==> src/rtl/pipe_ctrl.sv <==
`default_nettype none
// ============================================================================
//  Module   : pipe_ctrl
//  Brief    : Pipeline interlock controller for the five-stage R/I/J CPU.
//             Turns load-use hazards, taken branches and data-memory wait
//             into PC / pipeline-register enables and clears. It also keeps
//             saturating event counters, a memory-wait watchdog and a sticky
//             protocol-error flag.
//  Revision : 1.0  initial release
// ============================================================================
module pipe_ctrl #(
    parameter int CNT_W    = 32,
    parameter int WAIT_MAX = 15
) (
    input  logic             clk,
    input  logic             rst,
    input  logic             hazard,
    input  logic             branch_taken,
    input  logic             mem_busy,
    output logic             pc_we,
    output logic             ifid_we,
    output logic             ifid_clr,
    output logic             idex_we,
    output logic             idex_clr,
    output logic             exmem_we,
    output logic [1:0]       state,
    output logic [CNT_W-1:0] stall_cnt,
    output logic [CNT_W-1:0] flush_cnt,
    output logic [CNT_W-1:0] wait_cnt,
    output logic             mem_timeout,
    output logic             proto_err
);

    typedef enum logic [1:0] {
        S_RUN   = 2'd0,
        S_STALL = 2'd1,
        S_FLUSH = 2'd2,
        S_WAIT  = 2'd3
    } act_t;

    // The watchdog run counter only needs to reach WAIT_MAX+1 and hold there.
    localparam int               c_RUN_W   = $clog2(WAIT_MAX + 2);
    localparam logic [c_RUN_W-1:0] c_RUN_MAX = c_RUN_W'(WAIT_MAX + 1);
    localparam logic [CNT_W-1:0] c_CNT_SAT = {CNT_W{1'b1}};

    act_t               w_act;
    act_t               r_state;
    logic [CNT_W-1:0]   r_stall_cnt;
    logic [CNT_W-1:0]   r_flush_cnt;
    logic [CNT_W-1:0]   r_wait_cnt;
    logic [c_RUN_W-1:0] r_run;
    logic               r_mem_timeout;
    logic               r_proto_err;

    // Pick the single action for this cycle: mem_busy > branch_taken > hazard.
    always_comb begin
        w_act = S_RUN;
        if (mem_busy)
            w_act = S_WAIT;
        else if (branch_taken)
            w_act = S_FLUSH;
        else if (hazard)
            w_act = S_STALL;
    end

    // Zero-latency enables/clears; reset holds the pipeline full of NOPs.
    always_comb begin
        pc_we    = 1'b1;
        ifid_we  = 1'b1;
        ifid_clr = 1'b0;
        idex_we  = 1'b1;
        idex_clr = 1'b0;
        exmem_we = 1'b1;
        if (rst) begin
            pc_we    = 1'b0;
            ifid_we  = 1'b0;
            ifid_clr = 1'b1;
            idex_we  = 1'b0;
            idex_clr = 1'b1;
            exmem_we = 1'b0;
        end else begin
            case (w_act)
                S_WAIT: begin
                    pc_we    = 1'b0;
                    ifid_we  = 1'b0;
                    idex_we  = 1'b0;
                    exmem_we = 1'b0;
                end
                S_FLUSH: begin
                    ifid_clr = 1'b1;
                    idex_clr = 1'b1;
                end
                S_STALL: begin
                    pc_we    = 1'b0;
                    ifid_we  = 1'b0;
                    idex_clr = 1'b1;
                end
                default: ;
            endcase
        end
    end

    // Record the action taken, count events, run the watchdog and error flags.
    always_ff @(posedge clk) begin
        if (rst) begin
            r_state       <= S_RUN;
            r_stall_cnt   <= '0;
            r_flush_cnt   <= '0;
            r_wait_cnt    <= '0;
            r_run         <= '0;
            r_mem_timeout <= 1'b0;
            r_proto_err   <= 1'b0;
        end else begin
            r_state <= w_act;
            case (w_act)
                S_STALL: begin
                    if (r_stall_cnt != c_CNT_SAT)
                        r_stall_cnt <= r_stall_cnt + CNT_W'(1);
                    // Back-to-back stalls mean the hazard detector did not
                    // see the bubble; a WAIT in between resets the check.
                    if (r_state == S_STALL)
                        r_proto_err <= 1'b1;
                end
                S_FLUSH: begin
                    if (r_flush_cnt != c_CNT_SAT)
                        r_flush_cnt <= r_flush_cnt + CNT_W'(1);
                end
                S_WAIT: begin
                    if (r_wait_cnt != c_CNT_SAT)
                        r_wait_cnt <= r_wait_cnt + CNT_W'(1);
                end
                default: ;
            endcase
            if (mem_busy) begin
                if (r_run != c_RUN_MAX)
                    r_run <= r_run + c_RUN_W'(1);
                // This edge completes busy cycle r_run+1; flag once it exceeds WAIT_MAX.
                if (r_run >= c_RUN_W'(WAIT_MAX))
                    r_mem_timeout <= 1'b1;
            end else begin
                r_run <= '0;
            end
        end
    end

    assign state       = r_state;
    assign stall_cnt   = r_stall_cnt;
    assign flush_cnt   = r_flush_cnt;
    assign wait_cnt    = r_wait_cnt;
    assign mem_timeout = r_mem_timeout;
    assign proto_err   = r_proto_err;

endmodule
`default_nettype wire

==> config.mk <==
export PLATFORM = sky130hd
export DESIGN_NAME = pipe_ctrl
export DESIGN_NICKNAME = d
export VERILOG_FILES = /design/src/rtl/pipe_ctrl.sv
export SDC_FILE = /design/constraint.sdc
export NUM_CORES = 1
export LEC_CHECK = 0
export CAP_MARGIN = 25
export CORE_MARGIN = 4
export CORE_UTILIZATION = 35
export DETAILED_ROUTE_END_ITERATION = 7
export RECOVER_POWER = 25
export SLEW_MARGIN = 10
export SYNTH_ARGS = -nofsm -noshare
export SYNTH_HDL_FRONTEND = slang
export SYNTH_SLANG_ARGS = --single-unit
==> constraint.sdc <==
create_clock -name clk -period 2.4 [get_ports clk]
set_input_delay 0.36 -clock clk [delete_from_list [all_inputs] [get_ports clk]]
set_output_delay 0.36 -clock clk [all_outputs]
set_load 0.05 [all_outputs]
# Yosys cells after proc, flatten, opt, wreduce, memory -nomap -nowiden
# Cells that the tools add are included.
dict set report classes {
  shift 0
  eq_ne 8
  bitwise_logic 1
  n_reduce_logical 8
  order_cmp 1
  n_mux 11
  div 0
  n_addsub 4
  n_mul 0
}
# cell count
set op_table {}
lappend op_table {{32-bit by 1-bit adder with 32-bit output, second input constant} 3}
lappend op_table {{32-bit inequality test, second input constant} 3}
lappend op_table {{2-bit AND reduction} 5}
lappend op_table {{1-bit 2-to-1 mux} 9}
lappend op_table {{2-bit OR reduction} 3}
lappend op_table {{5-bit by 1-bit adder with 5-bit output, second input constant} 1}
lappend op_table {{5-bit by 4-bit >= comparator with 1-bit output, second input constant} 1}
lappend op_table {{5-bit inequality test, second input constant} 1}
lappend op_table {{2-bit by 1-bit == test with 1-bit output, second input constant} 2}
lappend op_table {{2-bit == test, second input constant} 2}
lappend op_table {{2-bit 2-to-1 mux} 2}
lappend op_table {{1-bit NOT} 1}
dict set report word_totals {
  mem_bits_ro 0
  out_inout_bits 106
  latch_bits 0
  ram_bits 0
  reg_bits 105
  mem_count 0
  elab_cells 40
}

# Logic depth before layout (Yosys ltp)
# Gate-level depths: netlist of the first run.
dict set report depth {
  depth_word 7
  depth_mapped 9
  depth_no_buf 9
}

# Worst setup path after synthesis of the first run
# OpenSTA, ideal clock, no wires.
dict set report synth_path {
  path_kind {flip-flop to flip-flop}
  from {register r_flush_cnt[0] (netlist: flush_cnt[0])}
  to {register r_flush_cnt[18] (netlist: flush_cnt[18])}
  t_required_ns 2.330
  setup_slack_ns -0.144
  stages_incl_launch_ff 7
  t_arrival_ns 2.474
  setup_ns 0.070
  n_path_buf 1
  synth_period_minus_slack_ns 2.544
  cell_sequence {dfxtp_1 > ha_1 > nand4_2 > or4_4 > buf_6 > or4_1 > a21oi_1}
}
dict set report synth_via {
  elab_chain_len 2
  elab_cells_between_ends 3
  cone_classes {add/sub: 1; eq/ne: 1; reduce/logical: 1}
}
# item line_no
set synth_lines {}
lappend synth_lines {{start, declared} 49} ;# logic [CNT_W-1:0] r_flush_cnt;
lappend synth_lines {{start signal, assigned} 126} ;# r_flush_cnt <= r_flush_cnt + CNT_W'(1);
lappend synth_lines {{branches (longest 2 deep; another with 32-bit by 1-bit adder with 32-bit output)} -}
# Parallel ways; which one is timed is not known.
# A chain may end at the register's enable or synchronous reset.

# Worst setup path in the final report of the first run
dict set report layout_path {
  from {register r_flush_cnt[0] (netlist: flush_cnt[0])}
  to {register r_flush_cnt[11] (netlist: flush_cnt[11])}
}
# The elaborated chain is that of the path after synthesis.

==> results of run 1 <==
==> final timing paths <==
kind / depth (start not counted) / to / slack (ns)
max reg2reg: 8 / flush_cnt[11] / 0.14
max: 8 / flush_cnt[11] / 0.14
min reg2reg: 2 / mem_timeout / 0.48
min: 4 / state[0] / 0.46
==> cells in the final DEF, fill, tap and decap left out, types with 35 or more instances in the layout <==
cell type	Yosys	routed
buf_4	2	56
clkdlybuf4s50_1	0	67
nor2_1	54	54
dfxtp_1	105	103
or3_1	38	38
nand3_1	37	36
nand2_1	35	35
o21ai_0	37	37
a21oi_1	66	65
==> kinds of logic after synthesis <==
kind of cell,count (synthesis)
and+or+nand+nor,292
AOI/OAI and AO/OA,150
DFF,105
buffers and inverters,39
xor gates and xnor gates,24
muxes,12
adders and majority gates,9
==> synthesized netlist by cell type (all sizes together) <==
library cell  count  area share (%)
nor2             54             3.8
clkbuf           16             1.5
o211ai            2            0.28
inv              16             1.1
and2              6            0.70
a21o              1            0.14
or4              25             3.6
a21oi            66             6.2
nand3            39             3.8
nand2            35             2.4
o311ai            4            0.65
nor3b             2            0.28
nand2b            3            0.35
buf               7            0.98
xnor2            14             2.3
o21ai            37             3.5
nand4b            1            0.16
dfxtp           105              39
mux2              8             1.7
and4             13             2.1
nand4            35             4.4
o41ai             3            0.98
or2               3            0.35
a211oi            5            0.70
o2111ai           1            0.16
ha                9             2.1
xor2             10             1.6
and3             11             1.3
a31oi             2            0.23
o31ai            27             4.1
or4b              1            0.19
nor4b             1            0.16
nor3              5            0.77
a31o              1            0.16
mux2i             4            0.75
nor2b             9             1.0
nor4             11             1.7
or3              38             4.4
o21bai            1            0.14
==> layout make-up <==
cell class | instances | area, µm²
Clock inverter | 6 | 105
Clock buffer | 10 | 239
Tap cell | 184 | 230
Multi-Input combinational cell | 487 | 3120
Inverter | 16 | 60.1
Fill cell | 1372 | 7290
Timing Repair Buffer | 174 | 1600
Sequential cell | 105 | 2100
==> registers in the layout, indices dropped and copies added (netlist names) <==
signal,cells
r_run,5
mem_timeout,1
stall_cnt,32
flush_cnt,32
proto_err,1
wait_cnt,32
state,2
==> routing by layer <==
layer	global-route usage [%]	vias up
li1	-	2716
met3	2.56	22
met1	22.0	2609
met4	7.76	0
met2	28.4	112
met5	0	-
==> power breakdown <==
part | internal [mW] | switching (mW)
Sequential | 1.75 | 0.0129
Clock | 1.04 | 0.664
Combinational | 0.100 | 0.165
Total | 2.90 | 0.841
==> tightest hold or removal path, delay by kind of cell <==
| family | cells | cell delay, ns |
|---|---|---|
| AO/OA/AOI/OAI | 1 | 0.08 |
| buffers and inverters | 2 | 0.27 |
| AND/OR/NAND/NOR | 1 | 0.07 |
==> timing repair <==
action	CTS	global route
setup buffers	0	4
hold endpoints to repair	0	0
setup endpoints to repair	17	28
pin swaps	1	7
cloned	0	0
gates resized for setup	6	6
==> metrics by stage <==
step           util [%]  cell area (µm²)  hold slack [ns]  TNS [ns]
6_report           50.6             7460            0.463         0
5_1_grt            50.6             7460            0.479         0
4_1_cts            50.4             7440            0.448   -0.0574
3_5_place_dp       48.0             7080            0.479    -13.38
3_3_place_gp       48.0             7080            0.474    -10.35
2_1_floorplan         -             5370            0.499         0
==> results.md, run 1 <==
* Final setup margin at 0.137 ns
* Simple-gate share of the synthesized area at 31.6%
* Tcrit/Tclk final at 94.3%
* # port buffers at 110
* Initial DRT Pass Iterations at 4
* Area Growth Syn to Fin at 39.0%
* Via count at 5,459
* Fin crit period at 2.26 ns
* Worst-case clock buffer depth at 2
* Crit path arrival time at 2.50 ns
* Worst skew pair latency at 0.35 ns
* Die height at 132 µm
* DP HPWL at 11.4 mm
* Post-synthesis xor/xnor area fraction at 3.92%
* Cts bufs inserted at 9
* Die Wd at 132 µm
* Pwr Density at 501 nW/µm²
* Max Cap Violations at 0
* Post-DRT Antenna Nets at 0
* FP Rows at 44
* Slowest-stage cell, CP: or4_4
* Worst R2R Start: flush_cnt[0]
* Layout cells sized above 1 at 14.8%
* Outcome: complete, no violations
* Critical path's most frequent cell: buf_4
* First-pass GRT wire length at 25.2 mm
* Crit path required time at 2.64 ns
* GP Congestion at 0.790
* Critical Path Fanout Max at 11
* Worst setup EP type: flop
* RSZ-0062 raised after global routing: no
* Nets at 807
* FF+latch count, synth at 105
* Largest net degree at the start of global routing at 46
* Crit-path cells: ha_1 -> nand4_2 -> or4_4 -> buf_4 -> o31ai_2 -> buf_4 -> xnor2_1 -> nor2_1
* CTS tree: done
* Clock sinks at 105
* DRT iter0 DRCs at 284
* Post-Synth Adder-Cell Area at 2.10%
* CP startpoint kind: flop
* Max Slew Vio Count at 0
* Fmax achieved at 442 MHz
* All-layer global routing usage at 17.1%
* Placed cell count at 962
* Met1 wire length at 7.06 mm
* Diode count at 0
* Critical path launch point: flush_cnt[0]
* Grt ovf at 0
* CTS Hold Bufs at 0
* Final Power at 3.74 mW
* Initial Utilization at 36.4%
* Vias in the first global route at 5,099
* Top Family by Delay on Critical Path: simple AND/OR/NAND/NOR gates
* WP buf/inv at 2
* Synthesized instance count at 631
* Fin. Hold Viols at 0
* Avg Cell Area, Syn at 8.50 µm²
* Finished Layout Cells at 982
* Drt total wl at 15.2 mm
* Leak at 2.59 nW
* Synth cell types at 57
* Final setup vio count at 0
* Ports at 111
* Least-Margin Pin Slew at 0.973 ns
* Hold wc startpoint: hazard
* Drt drc at 0
* Hold WC Path Type: in2reg
* DR WL met3 at 477 µm
* Worst-path clk slew at 0.07 ns
* Compound-Gate Fraction of Synth Area at 17.2%
* DP Worst Slack at -0.518 ns
* Crit path largest cell delay at 0.58 ns
* Mapped Nets at 645
* Wire per inst at 15.5 µm
* YS warnings at 0
* Main combinational cell family by area after synthesis: simple AND/OR/NAND/NOR gates
* WL met2 at 7.31 mm
* Top sig layer: met4
* Initial antenna violation count at 0
* Root Driver: clkbuf_16
* # H-tree levels at 3
* Worst Path Class, Setup: reg2reg
* Vias per cell at 5.56
* Worst IR Drop VDD at 314 µV
* Core Region at 14,800 µm²
* Die ar. at 17,400 µm²
* Relative slew slack at 35.1%
* Post-Syn Area at 5370 µm²
* Multiplexer share of the synthesized area at 2.42%
* Clk_skew at 0.00622 ns
* Register area share after synthesis at 39.2%
Note: power is estimated with default switching activity, not from simulation.
==> run 2, diff against run 1 <==
- CAP_MARGIN: 25 -> 40
- HOLD_SLACK_MARGIN: not set -> 0.05
==> results of run 2 <==
Final layout, timing and power as in run 1 (identical DEF).
